--- config.mk ---
export PLATFORM = sky130hd
export DESIGN_NAME = bullet_ctrl
export DESIGN_NICKNAME = d
export VERILOG_FILES = /design/src/rtl/bullet_ctrl.sv
export SDC_FILE = /design/constraint.sdc
export NUM_CORES = 1
export LEC_CHECK = 0
export BUFFER_PORTS_ARGS = -buffer_cell sky130_fd_sc_hd__buf_4
export CAP_MARGIN = 40
export CORE_MARGIN = 4
export CORE_UTILIZATION = 54
export DETAILED_ROUTE_END_ITERATION = 8
export GPL_TIMING_DRIVEN = 0
export HOLD_SLACK_MARGIN = 0.05
export MAX_ROUTING_LAYER = met4
export PLACE_DENSITY = 0.8
export SLEW_MARGIN = 30
export SYNTH_ARGS = -nofsm -noshare
export SYNTH_HDL_FRONTEND = slang
export SYNTH_SLANG_ARGS = --single-unit
--- constraint.sdc ---
create_clock -name clk_i -period 3.8 [get_ports clk_i]
set_clock_uncertainty 0.1 [all_clocks]
set_input_delay 0.57 -clock clk_i [delete_from_list [all_inputs] [get_ports clk_i]]
set_output_delay 0.57 -clock clk_i [all_outputs]
set_load 0.05 [all_outputs]
--- src/rtl/bullet_ctrl.sv ---
// Single-bullet engine for one tank: spawn on fire, advance once per frame,
// latch hard-block impacts seen by the raster, and drive the map's collide
// input over the bullet box for one frame after an impact.
module bullet_ctrl #(
    parameter int unsigned           COLOR_BITS   = 24,
    parameter int unsigned           BULLET_SIZE  = 4,
    parameter int unsigned           SPEED        = 4,
    parameter int unsigned           H_MAX        = 640,
    parameter int unsigned           V_MAX        = 480,
    parameter logic [COLOR_BITS-1:0] BULLET_COLOR = 24'hFFFFFF
) (
    input  logic                    clk_i,
    input  logic                    reset_i,
    input  logic                    frame_tick_i,
    input  logic                    fire_i,
    input  logic [9:0]              tank_x_i,
    input  logic [9:0]              tank_y_i,
    input  logic [1:0]              tank_dir_i,
    input  logic                    display_enable_i,
    input  logic [9:0]              hpos_i,
    input  logic [9:0]              vpos_i,
    input  logic                    all_hard_block_i,
    output logic                    bullet_collide_o,
    output logic                    bullet_enable_o,
    output logic [COLOR_BITS/3-1:0] bullet_blue_o,
    output logic [COLOR_BITS/3-1:0] bullet_green_o,
    output logic [COLOR_BITS/3-1:0] bullet_red_o,
    output logic                    bullet_active_o,
    output logic                    hit_o
);

    localparam int unsigned CW = COLOR_BITS / 3;

    // 12-bit working width leaves headroom for tank + 32 + size without wrap.
    localparam logic [11:0] SZ   = 12'(BULLET_SIZE);
    localparam logic [11:0] HALF = 12'(BULLET_SIZE / 2);
    localparam logic [11:0] SP   = 12'(SPEED);
    localparam logic [11:0] HM   = 12'(H_MAX);
    localparam logic [11:0] VM   = 12'(V_MAX);

    typedef enum logic [1:0] {StIdle, StFly, StHit} state_e;

    state_e     state_q, state_d;
    logic [9:0] bx_q, bx_d;
    logic [9:0] by_q, by_d;
    logic [1:0] dir_q, dir_d;
    logic       hit_flag_q, hit_flag_d;

    logic [11:0] bx12, by12, hp12, vp12, tx12, ty12;
    logic [11:0] spawn_x, spawn_y, move_x, move_y;
    logic        spawn_under, spawn_ok, move_out;
    logic        in_box, hit_px;

    assign bx12 = {2'b00, bx_q};
    assign by12 = {2'b00, by_q};
    assign hp12 = {2'b00, hpos_i};
    assign vp12 = {2'b00, vpos_i};
    assign tx12 = {2'b00, tank_x_i};
    assign ty12 = {2'b00, tank_y_i};

    // Raster currently inside the bullet square.
    always_comb begin
        in_box = display_enable_i
              && (hp12 >= bx12) && (hp12 < bx12 + SZ)
              && (vp12 >= by12) && (vp12 < by12 + SZ);
        hit_px = in_box && all_hard_block_i;
    end

    // Spawn position at the muzzle for the tank's current heading, plus legality.
    always_comb begin
        spawn_x     = tx12 + 12'd16 - HALF;
        spawn_y     = ty12 + 12'd16 - HALF;
        spawn_under = 1'b0;
        case (tank_dir_i)
            2'd0: begin
                spawn_y     = ty12 - SZ;
                spawn_under = ty12 < SZ;
            end
            2'd1: spawn_x = tx12 + 12'd32;
            2'd2: spawn_y = ty12 + 12'd32;
            default: begin
                spawn_x     = tx12 - SZ;
                spawn_under = tx12 < SZ;
            end
        endcase
        spawn_ok = !spawn_under && (spawn_x + SZ <= HM) && (spawn_y + SZ <= VM);
    end

    // One-frame step in the latched direction; move_out means the bullet leaves the screen.
    always_comb begin
        move_x   = bx12;
        move_y   = by12;
        move_out = 1'b0;
        case (dir_q)
            2'd0: begin
                move_y   = by12 - SP;
                move_out = by12 < SP;
            end
            2'd1: begin
                move_x   = bx12 + SP;
                move_out = bx12 + SZ + SP > HM;
            end
            2'd2: begin
                move_y   = by12 + SP;
                move_out = by12 + SZ + SP > VM;
            end
            default: begin
                move_x   = bx12 - SP;
                move_out = bx12 < SP;
            end
        endcase
    end

    // Next-state: spawn, per-frame advance/impact, one collide frame after a hit.
    always_comb begin
        state_d    = state_q;
        bx_d       = bx_q;
        by_d       = by_q;
        dir_d      = dir_q;
        hit_flag_d = hit_flag_q;
        hit_o      = 1'b0;
        case (state_q)
            StIdle: begin
                if (fire_i && spawn_ok) begin
                    state_d    = StFly;
                    bx_d       = spawn_x[9:0];
                    by_d       = spawn_y[9:0];
                    dir_d      = tank_dir_i;
                    hit_flag_d = 1'b0;
                end
            end
            StFly: begin
                if (frame_tick_i) begin
                    if (hit_flag_q || hit_px) begin
                        state_d    = StHit;
                        hit_flag_d = 1'b0;
                        hit_o      = 1'b1;
                    end else if (move_out) begin
                        state_d = StIdle;
                    end else begin
                        bx_d = move_x[9:0];
                        by_d = move_y[9:0];
                    end
                end else if (hit_px) begin
                    hit_flag_d = 1'b1;
                end
            end
            StHit: begin
                if (frame_tick_i) begin
                    state_d = StIdle;
                end
            end
            default: state_d = StIdle;
        endcase
    end

    // State register with synchronous reset.
    always_ff @(posedge clk_i) begin
        if (reset_i) begin
            state_q    <= StIdle;
            bx_q       <= '0;
            by_q       <= '0;
            dir_q      <= '0;
            hit_flag_q <= 1'b0;
        end else begin
            state_q    <= state_d;
            bx_q       <= bx_d;
            by_q       <= by_d;
            dir_q      <= dir_d;
            hit_flag_q <= hit_flag_d;
        end
    end

    // Pixel outputs are combinational so map_rgb sees collide on the scanned pixel itself.
    always_comb begin
        bullet_enable_o  = in_box && (state_q == StFly);
        bullet_collide_o = in_box && (state_q == StHit);
        bullet_active_o  = state_q != StIdle;
        bullet_red_o     = bullet_enable_o ? BULLET_COLOR[CW-1:0]      : '0;
        bullet_green_o   = bullet_enable_o ? BULLET_COLOR[2*CW-1:CW]   : '0;
        bullet_blue_o    = bullet_enable_o ? BULLET_COLOR[3*CW-1:2*CW] : '0;
    end

endmodule

* After elaboration in Yosys (flattened, before gate mapping)
Cells that the tools add are included.
** Cells by class
- Mux-type cells :: 31
- Add/subtract/negate cells :: 16
- Reductions and logical operators :: 25
- Order comparisons :: 12
- Equal/unequal tests :: 16
** Operator list (number)
- $mux W10 :: 8
- $pmux W10 S2 :: 4
- $pmux W12 S2 :: 2
- $lt A10 B3 Y1 const B :: 4
- $add A11 B3 Y12 const B :: 2
- $add A12 B3 Y12 const B :: 2
- $sub A11 B2 Y12 const B :: 2
- $add A10 B3 Y11 const B :: 2
- $add A10 B5 Y11 const B :: 2
- $add A10 B6 Y11 const B :: 2
- $lt A10 B11 Y1 :: 2
- $sub A10 B3 Y11 const B :: 2
- $ge A10 B10 Y1 :: 2
- $sub A10 B3 Y10 const B :: 2
- $gt A12 B10 Y1 const B :: 1
- $gt A12 B9 Y1 const B :: 1
- $le A12 B10 Y1 const B :: 1
- $le A12 B9 Y1 const B :: 1
- $ne A2 B2 Y1 const B :: 6
- $reduce_and A6 Y1 :: 2
- $logic_and A1 B1 Y1 :: 10
- $mux W2 :: 5
- $ne A3 B3 Y1 const B :: 3
- $mux W8 :: 1
- other kinds (14) :: 31
** Word-level totals
- Register bits after elaboration :: 25
- Output and inout port bits :: 28
- Word-level logic and storage cells :: 105
- Input port bits :: 48

* Logic depth before layout (Yosys ltp)
Gate-level depths: netlist of run 1.
- Word-level depth :: 10
- Depth in mapped cells :: 16
- Depth with buffers taken out :: 14

* Worst setup path before layout of run 1
OpenSTA, ideal clock, no wires.
- Path kind :: reg2out
- Start point :: register bx_q[3]
- End point :: output bullet_blue_o[0]
- Stages on the path, launching flop included :: 14
- Data required time :: 3130 ps
- Slack :: -965 ps
- Buffers on the path :: 2
- Arrival time :: 4095 ps
- Cells stage by stage :: dfxtp_1 -> ha_1 -> buf_4 -> nand2_1 -> or3_1 -> and2_1 -> ha_1 -> o211a_1 -> o21ai_0 -> a31oi_1 -> nor4_1 -> nand2_1 -> nor2_1 -> buf_4
** On the way
- Longest elaborated chain between the ends :: 7
- Elaborated cells between the ends (all ways) :: 9
- Those cells by class :: add/sub (1); order compare (2); mux (1); reduce/logical (5)
** Ends and longest elaborated chain
- start, declared :: line 44 : logic [9:0] bx_q, bx_d;
- start signal, assigned :: line 161 : bx_q <= '0;
- start signal, assigned :: line 167 : bx_q <= bx_d;
- $add A10 B3 Y11 / $ge A10 B10 Y1 (equally long branches) :: line 64 : && (hp12 >= bx12) && (hp12 < bx12 + SZ)
- $lt A10 B11 Y1 / $logic_and A1 B1 Y1 (equally long branches) :: line 64
- $logic_and A1 B1 Y1 * :: line 64
- $logic_and A1 B1 Y1 * (2 in series) :: line 65 : && (vp12 >= by12) && (vp12 < by12 + SZ);
- $logic_and A1 B1 Y1 * :: line 176 : bullet_enable_o = in_box && (state_q == StFly);
- net bullet_enable_o :: line 24 : output logic bullet_enable_o,
- $mux W8 * :: line 181 : bullet_blue_o = bullet_enable_o ? BULLET_COLOR[3*CW-1:2*CW] : '0;
- end, declared :: line 25 : output logic [COLOR_BITS/3-1:0] bullet_blue_o,
Mark *: on every way through the listed nets, which the timed path passes. The rest lies on a longest branch.

* Worst setup path in the final report of run 1
- Start point :: register by_q[3]
- End point :: output bullet_blue_o[3]
** On the way
- Longest elaborated chain between the ends :: 5
- Elaborated cells between the ends (all ways) :: 7
- Those cells by class :: add/sub (1); order compare (2); mux (1); reduce/logical (3)
** Ends and longest elaborated chain
- start, declared :: line 45 : logic [9:0] by_q, by_d;
- start signal, assigned :: line 168 : by_q <= by_d;
- $add A10 B3 Y11 / $ge A10 B10 Y1 (equally long branches) :: line 65
- $lt A10 B11 Y1 / $logic_and A1 B1 Y1 (equally long branches) :: line 65
- $logic_and A1 B1 Y1 * :: line 65
- $logic_and A1 B1 Y1 * :: line 176
- $mux W8 * :: line 181
Mark *: on every way between the ends. The rest lies on a longest branch, timed or not.

==> out/metrics.cfg, run 1 <==
[global_routing]
grt_pass1_wl_um = 24200
grt_pass1_vias = 5040
grt_max_degree = 14
grt.total_usage = 0.291
overflow = 0
antenna_found_initial = 0

[pwr]
switching_power_mw = 0.482
p_per_area_nw_per_um2 = 175
p_clk_frac = 0.149
power_mw = 1.11
ir_drop_uv = 170
pwr-share-comb = 0.583
internal_power_mw = 0.625
swShare = 0.435
p_leak_nw = 2.53
power_frac_seq = 0.268

[detailed_routing]
drc_errors = 0
wl_per_cell_um = 19.5
drt_first_pass_iters = 6
finalWirelength_um = 16700
drtAntennaViolNets = 0
vias = 5550
viasPerCell = 6.51
drt_iter0_drc = 536

[clocking]
clkTransAtPathRegs_ns = 0.09
cts_buffers = 3
cts_tree = yes
clk_path_buf_depth = 2
root_buffer = clkbuf_8
cts_sinks = 25
htreeDepth = 1
clock_latency_ns = 0.27
cts_hold_buf = 0

[synthesis]
ys.warnings.count = 0
synth_area_um2 = 4800
yosysUniqueCellTypes = 89
synthFlopType = dfxtp_1
syn_nets = 755
avgSynthCellArea_um2 = 7.41
seq_area_frac_synth = 0.104
async_reset_ff_frac = 0
yosys_register_bits = 25
netlist_instances = 648
synth_edf_count = 0

[min_path]
hold_path_class = reg -> reg

[setup_path]
startpoint_type = register
crit_fanout = 6
arrival_ns = 3.25
required_ns = 3.13
crit_path_end_kind = output pin
crit_type = reg -> out
path_cells = ha_4, buf_12, and3b_1, nor2_1, ha_1, a21o_1, a221oi_1, a21oi_2, nor4_4, nand2_2, nor2_4, clkbuf_16, buf_6, buf_8
cpPeakStageDelay_ns = 0.38
crit_slowest_cell = dfxtp_4

[place]
numPortBuffers = 70
hpwlAfterDp_um = 11700
placed_cells = 826
place.gp.congestion = 0.986

[timing]
finalHoldViolations = 0
fmax_mhz = 255
worstMarginPinSlew_ns = 0.749
finalWorstSetupSlack_ns = -0.117
setup_violations = 25
relSlewSlack = 0.493
rsz0062_at_grt = yes
period_minus_slack_ns = 3.92
min_period_over_period = 1.03
timing.final.max_slew_violations = 0

[floorplanning]
die_height_um = 102
dieArea_um2 = 10500
die_w_um = 102
initial_core_util = 0.553
ios = 76
rows = 34
core_area_um2 = 8680

[cells_and_area]
drive_above_1_share = 0.295
n_antenna_cell = 0
final_nets = 853
finalNonFillerCells = 853
syn2layout_area_growth_pct = 31.9

[flow_run]
drv_cap = 0

[outcome]
status = finished with violations
failed_checks = setup timing

## power by group through the flow
stage,combinational [mW],sequential (mW),clock (mW)
5_1_grt,0.701,0.298,0.169
4_1_cts,0.594,0.290,0.160
3_5_place_dp,0.570,0.296,0
6_report,0.645,0.296,0.165
3_3_place_gp,0.556,0.296,0
2_1_floorplan,0.407,0.292,0
## critical path: cells and delay by family, from the launching register on
| kind | cells | cell delay, ns |
|---|---|---|
| and+or+nand+nor | 5 | 0.92 |
| AOI/OAI and AO/OA | 3 | 0.68 |
| buffers and inverters | 4 | 0.54 |
| DFF | 1 | 0.38 |
| adders and majority gates | 2 | 0.44 |
## per-stage QoR
step / setup TNS [ns] / worst slack, ns / util / area (µm²) / hold WS [ns]
global route: -4.72 / -0.237 / 0.730 / 6330 / 0.442
global placement: -7.27 / -0.276 / 0.631 / 5480 / 0.378
CTS: 0 / 0.00221 / 0.683 / 5930 / 0.403
detailed placement: -10.57 / -0.357 / 0.631 / 5480 / 0.391
floorplan: -1.13 / -0.0489 / - / 4820 / 0.353
finish: -1.55 / -0.117 / 0.730 / 6330 / 0.400
## Yosys cell counts (12+ instances only)
| cell type | count | area [µm²] |
|---|---|---|
| ha_1 | 59 | 738 |
| nand2_1 | 54 | 203 |
| nor2_1 | 44 | 165 |
| inv_1 | 41 | 154 |
| o21ai_0 | 33 | 165 |
| a21oi_1 | 32 | 160 |
| buf_4 | 27 | 203 |
| dfxtp_1 | 25 | 500 |
| nand3_1 | 19 | 95.1 |
| clkbuf_1 | 16 | 60.1 |
| xnor2_1 | 16 | 140 |
| nor3_1 | 15 | 75.1 |
| a22oi_1 | 14 | 105 |
| buf_2 | 12 | 60.1 |
## repair_timing
item	4_1_cts	5_1_grt
setup buffers	15	8
cloned	1	1
endpoints found under the setup margin	42	37
resized for setup	73	73
pin swaps	13	19
## area by class of cell
cell class,instances,area [µm²]
well taps,108,135
flip-flops and latches,25,515
fillers,675,2350
inverters,43,161
multi-input cells,520,4020
repair buffers,94,947
clock buffers,4,45.0
plain buffers,59,510
## metal layers
metal  global-route usage  share of wire  wire length, µm  up-vias
li1                     -              -                -     2601
met1                0.366           0.41             6780     2533
met2                0.497           0.47             7890      333
met3               0.0218          0.072             1200       83
met4               0.0868          0.048              803        0
met5                    -              0                0        -
## placed cells by master (no fill, tap or decap), types with 8 or more instances in the layout
cell	n
a211oi_1	10
a21oi_1	30
a22oi_1	14
a31oi_1	8
buf_4	67
buf_6	37
buf_8	24
clkbuf_1	15
dfxtp_1	19
ha_1	53
inv_1	41
nand2_1	52
nand2b_1	9
nand3_1	18
nand4_1	11
nor2_1	42
nor2b_1	9
nor3_1	13
o21ai_0	30
o22ai_1	9
o32ai_1	11
or2_2	11
xnor2_1	15
## final timing paths
path | start | to | slack, ns | cells past startpoint
worst min-delay path | by_q[0] | by_q[0] | 0.40 | 2
worst max register to register | by_q[3] | bx_q[6] | 0.04 | 16
worst min register to register | by_q[0] | by_q[0] | 0.40 | 2
worst max-delay path | by_q[3] | bullet_blue_o[3] | -0.12 | 14
## registers in the layout, indices dropped and copies added, names as in the netlist
register    cells
dir_q           2
state_q         2
hit_flag_q      1
bx_q           10
by_q           10
## logic make-up (layout without fill, tap and decap cells)
family | Yosys count | after routing | share of synthesized area
AO/OA/AOI/OAI | 197 | 197 | 0.298
XOR/XNOR | 25 | 25 | 0.0472
adder cells (fa/ha/maj) | 59 | 59 | 0.154
buffers and inverters | 104 | 200 | 0.117
flip-flops | 25 | 25 | 0.104
multiplexers | 9 | 9 | 0.0201
AND/OR/NAND/NOR | 229 | 230 | 0.260
Note: power is estimated with default switching activity, not from simulation.
==> run 2: changes to the inputs <==
--- a/config.mk
+++ b/config.mk
@@ -14,7 +14,9 @@
 export HOLD_SLACK_MARGIN = 0.05
 export MAX_ROUTING_LAYER = met4
 export PLACE_DENSITY = 0.8
-export SLEW_MARGIN = 30
+export RECOVER_POWER = 100
+export REMOVE_ABC_BUFFERS = 1
+export SLEW_MARGIN = 40
 export SYNTH_ARGS = -nofsm -noshare
 export SYNTH_HDL_FRONTEND = slang
 export SYNTH_SLANG_ARGS = --single-unit
==> out/metrics.cfg, run 2 (synthesis results as in run 1) <==
[outcome]
status = finished with violations
failed_checks = setup timing

[clocking]
htreeDepth = 1  ; unchanged
clock_latency_ns = 0.27  ; about the same
root_buffer = clkbuf_8
clk_path_buf_depth = 2  ; unchanged
cts_buffers = 3  ; unchanged
clkTransAtPathRegs_ns = 0.08  ; about the same
cts_hold_buf = 0  ; unchanged
cts_sinks = 25  ; unchanged
cts_tree = yes

[detailed_routing]
drtAntennaViolNets = 0  ; unchanged
vias = 5252  ; -5.4%
drt_iter0_drc = 612  ; +14%
drt_first_pass_iters = 5  ; -1
viasPerCell = 6.51  ; about the same
finalWirelength_um = 14800  ; -11%
wl_per_cell_um = 18.3  ; -6.3%
drc_errors = 0  ; unchanged

[floorplanning]
die_w_um = 102  ; unchanged
rows = 34  ; unchanged
core_area_um2 = 8680  ; unchanged
initial_core_util = 0.553  ; unchanged
ios = 76  ; unchanged
dieArea_um2 = 10500  ; unchanged
die_height_um = 102  ; unchanged

[setup_path]
required_ns = 3.13  ; about the same
crit_fanout = 6  ; unchanged
crit_path_end_kind = output pin
startpoint_type = register
reg2reg_depth = 16  ; unchanged
arrival_ns = 3.17  ; -0.08 ns
crit_slowest_cell = dfxtp_4
worst-r2r-setup-slack_ns = 0.15  ; +0.11 ns
worst_r2r_endpoint = bx_q[6]
crit_type = reg -> out
path_cells = ha_4, a21bo_4, and2_4, ha_4, a21o_1, a211oi_2, a31oi_4, nor4_4, buf_4, nand2_4, nor2_4, buf_6, buf_16, buf_12
endpoint = bullet_blue_o[7]
critPathMostFrequentCell = ha_4
r2r-start = by_q[3]
cpPeakStageDelay_ns = 0.40  ; +0.02 ns
crit_start = bx_q[4]

[cells_and_area]
top_regs = bx_q x10, by_q x10
finalNonFillerCells = 807  ; -5.4%
final_core_util = 0.691  ; -0.0385
n_antenna_cell = 0  ; unchanged
final_cell_mix = 72 x buf_4, 53 x ha_1, 51 x nand2_1
final_common_cell = buf_4
syn2layout_area_growth_pct = 24.9
postLayoutCellArea_um2 = 6000  ; -5.3%
final_nets = 807  ; -5.4%
drive_above_1_share = 0.282  ; -0.0135

[timing]
worstMarginPinSlew_ns = 0.803  ; +0.0537 ns
finalWorstSetupSlack_ns = -0.0362  ; +0.0812 ns
fmax_mhz = 261  ; +2.1%
finalHoldViolations = 0  ; unchanged
setup_violations = 14  ; -44%
timing.final.max_slew_violations = 0  ; unchanged
period_minus_slack_ns = 3.84  ; -0.0812 ns
rsz0062_at_grt = yes
min_period_over_period = 1.01  ; -0.0214
relSlewSlack = 0.457  ; -0.0363

[place]
place_area_um2 = 5110  ; -6.6%
hpwlAfterDp_um = 10100  ; -14%
numPortBuffers = 75  ; +7.1%
placed_cells = 771  ; -6.7%
place.gp.congestion = 0.916  ; -7.1%

[global_routing]
grtUsageMet3 = 0.0177  ; -0.00410
grt_max_degree = 41  ; +27
overflow = 0  ; unchanged
antenna_found_initial = 0  ; unchanged
gr-usage-met1 = 0.355  ; -0.0108
grt_pass1_wl_um = 22500  ; -7.1%
grt_use_met2 = 0.433  ; -0.0640
grt_pass1_vias = 4793  ; -4.9%
grt.total_usage = 0.266  ; -0.0248
grt-busiest-layer = met2

[pwr]
power_mw = 1.07  ; -3.1%
p_per_area_nw_per_um2 = 179  ; +2.3%
p_leak_nw = 2.33  ; -7.6%
ir_drop_uv = 129  ; -24%

[flow_run]
drv_cap = 0  ; unchanged

[min_path]
hold_path_class = reg -> reg

[run 2: layout make-up]
class	count	area, µm²
clock buffer	4	45.0
sequential	25	536
fill	724	2680
inverter	43	161
multi-input combinational	520	4040
timing repair buffer	107	1080
tap	108	135
[run 2: worst max-delay path, delay by kind of cell (launching register included)]
family                     cells  cell delay [ns]
AOI/OAI and AO/OA              4             0.79
adders and majority gates      2             0.40
buffers and inverters          4             0.61
DFF                            1             0.40
and+or+nand+nor                4             0.68
[run 2: power by group]
part	switching, mW	internal, mW
clock network	0.0848	0.0752
registers	0.0308	0.276
logic	0.343	0.262
[run 2: what timing repair did]
item / CTS / global route
pin swaps: 5 / 16
cloned: 2 / 0
endpoints found under the setup margin: 46 / 38
gates resized for setup: 54 / 81
buffers inserted: 17 / 14
[run 2: routing by layer]
metal,vias up,share of wire
li1,2493,-
met1,2462,0.41
met2,262,0.49
met3,35,0.078
met4,0,0.025
met5,-,0
[run 2: how the worst min path moves through the flow]
stage               startpoint  endpoint  slack, ns  cells after the start
floorplan              by_q[0]   by_q[0]       0.35                      2
global placement       by_q[0]   by_q[0]       0.39                      2
detailed placement     by_q[1]   by_q[1]       0.40                      2
CTS                    by_q[1]   by_q[1]       0.42                      2
global route           by_q[1]   by_q[1]       0.44                      2
finish                 by_q[1]   by_q[1]       0.42                      2
[run 2: per-stage QoR]
| step | hold slack (ns) | setup WS [ns] | setup TNS [ns] |
|---|---|---|---|
| global route | 0.435 | -0.144 | -2.85 |
| finish | 0.417 | -0.0362 | -0.257 |
| detailed placement | 0.403 | -1.03 | -33.81 |
| global placement | 0.390 | -1.37 | -42.22 |
| CTS | 0.416 | -0.0197 | -0.118 |
| floorplan | 0.347 | -15.59 | -380.87 |
==> run 3: changes to the inputs <==
==> constraint.sdc (replaced) <==
create_clock -name clk_i -period 3.8 [get_ports clk_i]
set_clock_uncertainty 0.1 [all_clocks]
set_input_delay 0.57 -clock clk_i [delete_from_list [all_inputs] [get_ports clk_i]]
set_output_delay 0.57 -clock clk_i [all_outputs]
set_load 0.1 [all_outputs]
==> out/metrics.cfg, run 3 (synthesis results as in run 1) <==
[outcome]
status = finished with violations
failed_checks = setup timing

[global_routing]
grt_max_degree = 41  ; unchanged
grt.total_usage = 0.278  ; +0.0118
overflow = 0  ; unchanged
grt_pass1_vias = 4896  ; +2.1%
grt_pass1_wl_um = 23400  ; +4.2%
antenna_found_initial = 0  ; unchanged

[cells_and_area]
syn2layout_area_growth_pct = 27.4
final_common_cell = buf_4
top_regs = bx_q x10, by_q x10
multi_input_comb_area_um2 = 4010  ; -0.93%
postLayoutCellArea_um2 = 6120  ; +2.0%
final_cell_mix = 69 x buf_4, 54 x ha_1, 51 x nand2_1
drive_above_1_share = 0.278  ; -0.00350
n_fill_cell = 713  ; -1.5%
final-seq-area_um2 = 533  ; -0.47%
n_antenna_cell = 0  ; unchanged
final_nets = 805  ; -0.25%

[place]
numPortBuffers = 75  ; unchanged
place.gp.congestion = 0.916  ; unchanged
hpwlAfterDp_um = 10100  ; unchanged
place_area_um2 = 5110  ; unchanged

[detailed_routing]
drc_errors = 0  ; unchanged
viasPerCell = 6.51  ; about the same
finalWirelength_um = 15000  ; +1.3%
drtAntennaViolNets = 0  ; unchanged
drt_first_pass_iters = 5  ; unchanged
vias = 5240  ; -0.23%
drt_iter0_drc = 653  ; +6.7%
wl_per_cell_um = 18.6  ; +1.6%

[clocking]
root_buffer = clkbuf_8
clk_path_buf_depth = 2  ; unchanged
cts_sinks = 25  ; unchanged
cts_tree = yes
clkTransAtPathRegs_ns = 0.09  ; about the same
clock_latency_ns = 0.27  ; about the same
htreeDepth = 1  ; unchanged
cts_buffers = 3  ; unchanged

[pwr]
power_mw = 1.07  ; -0.19%
p_leak_nw = 2.37  ; +1.5%
ir_drop_uv = 129  ; -0.16%
p_per_area_nw_per_um2 = 175  ; -2.1%

[timing]
timing.final.max_slew_violations = 0  ; unchanged
finalWorstSetupSlack_ns = -0.0846  ; -0.0484 ns
period_minus_slack_ns = 3.88  ; +0.0484 ns
setup_violations = 27  ; +13
worstMarginPinSlew_ns = 1.17  ; +0.368 ns
fmax_mhz = 257  ; -1.2%
relSlewSlack = 0.223  ; -0.234
whs_ns = 0.424  ; +0.00641 ns
rsz0062_at_grt = yes
finalHoldViolations = 0  ; unchanged
min_period_over_period = 1.02  ; +0.0127

[setup_path]
crit_fanout = 6  ; unchanged
crit_path_end_kind = output pin
crit_type = reg -> out
required_ns = 3.13  ; about the same
startpoint_type = register
arrival_ns = 3.21  ; +0.04 ns

[floorplanning]
die_w_um = 102  ; unchanged
core_area_um2 = 8680  ; unchanged
ios = 76  ; unchanged
dieArea_um2 = 10500  ; unchanged
initial_core_util = 0.553  ; unchanged
rows = 34  ; unchanged
die_height_um = 102  ; unchanged

[min_path]
hold_path_class = reg -> reg

[flow_run]
drv_cap = 0  ; unchanged

## run 3: worst max-delay path, cell delays in order, from the launching register on
cell      delay (ns)
dfxtp_4         0.38
ha_4            0.19
and3_4          0.19
xnor2_1         0.13
ha_1            0.32
buf_4           0.14
a221oi_2        0.28
a21oi_2         0.09
nor4_2          0.30
buf_4           0.20
nand2_4         0.09
nor2_4          0.15
buf_6           0.14
buf_16          0.15
buf_16          0.18
## run 3: area by class of cell
type | instances | area share
well taps | 108 | 0.0221
repair buffers | 105 | 0.202
flip-flops and latches | 25 | 0.0871
multi-input cells | 520 | 0.655
inverters | 43 | 0.0264
clock buffers | 4 | 0.00736
## run 3: per-layer routing
layer	vias up	track usage	routed length [µm]	part of all wire
li1	2488	-	-	-
met1	2457	0.368	6100	0.41
met2	264	0.455	7450	0.50
met3	31	0.0198	1090	0.073
met4	0	0.0797	328	0.022
met5	-	-	0	0
## run 3: what timing repair did
action                                  in CTS  in global routing
pin swaps                                    8                 21
endpoints found under the setup margin      46                 34
hold buffers                                 0                  0
gates resized for setup                    103                 60
cloned                                       2                  0
buffers inserted                            21                  7
## run 3: stage by stage
| step | util | setup slack, ns | std cells | setup TNS [ns] |
|---|---|---|---|---|
| detailed placement | 0.589 | -1.13 | 771 | -36.33 |
| floorplan | - | -31.83 | 587 | -777.84 |
| global placement | 0.588 | -1.47 | 770 | -44.75 |
| finish | 0.705 | -0.0846 | 805 | -1.65 |
| CTS | 0.668 | 0.00349 | 798 | 0 |
| global route | 0.705 | -0.212 | 805 | -5.40 |
## run 3: worst paths after layout
path / from / depth (start not counted) / to / slack (ns)
worst min register to register: by_q[1] / 2 / by_q[1] / 0.42
worst max register to register: bx_q[3] / 16 / bx_q[8] / -0.01
worst min-delay path: by_q[1] / 2 / by_q[1] / 0.42
worst max-delay path: by_q[3] / 14 / bullet_blue_o[3] / -0.08
## run 3: where the power goes
group | internal, mW | switching, mW
clock | 0.0751 | 0.0853
combinational | 0.259 | 0.343
sequential | 0.276 | 0.0311
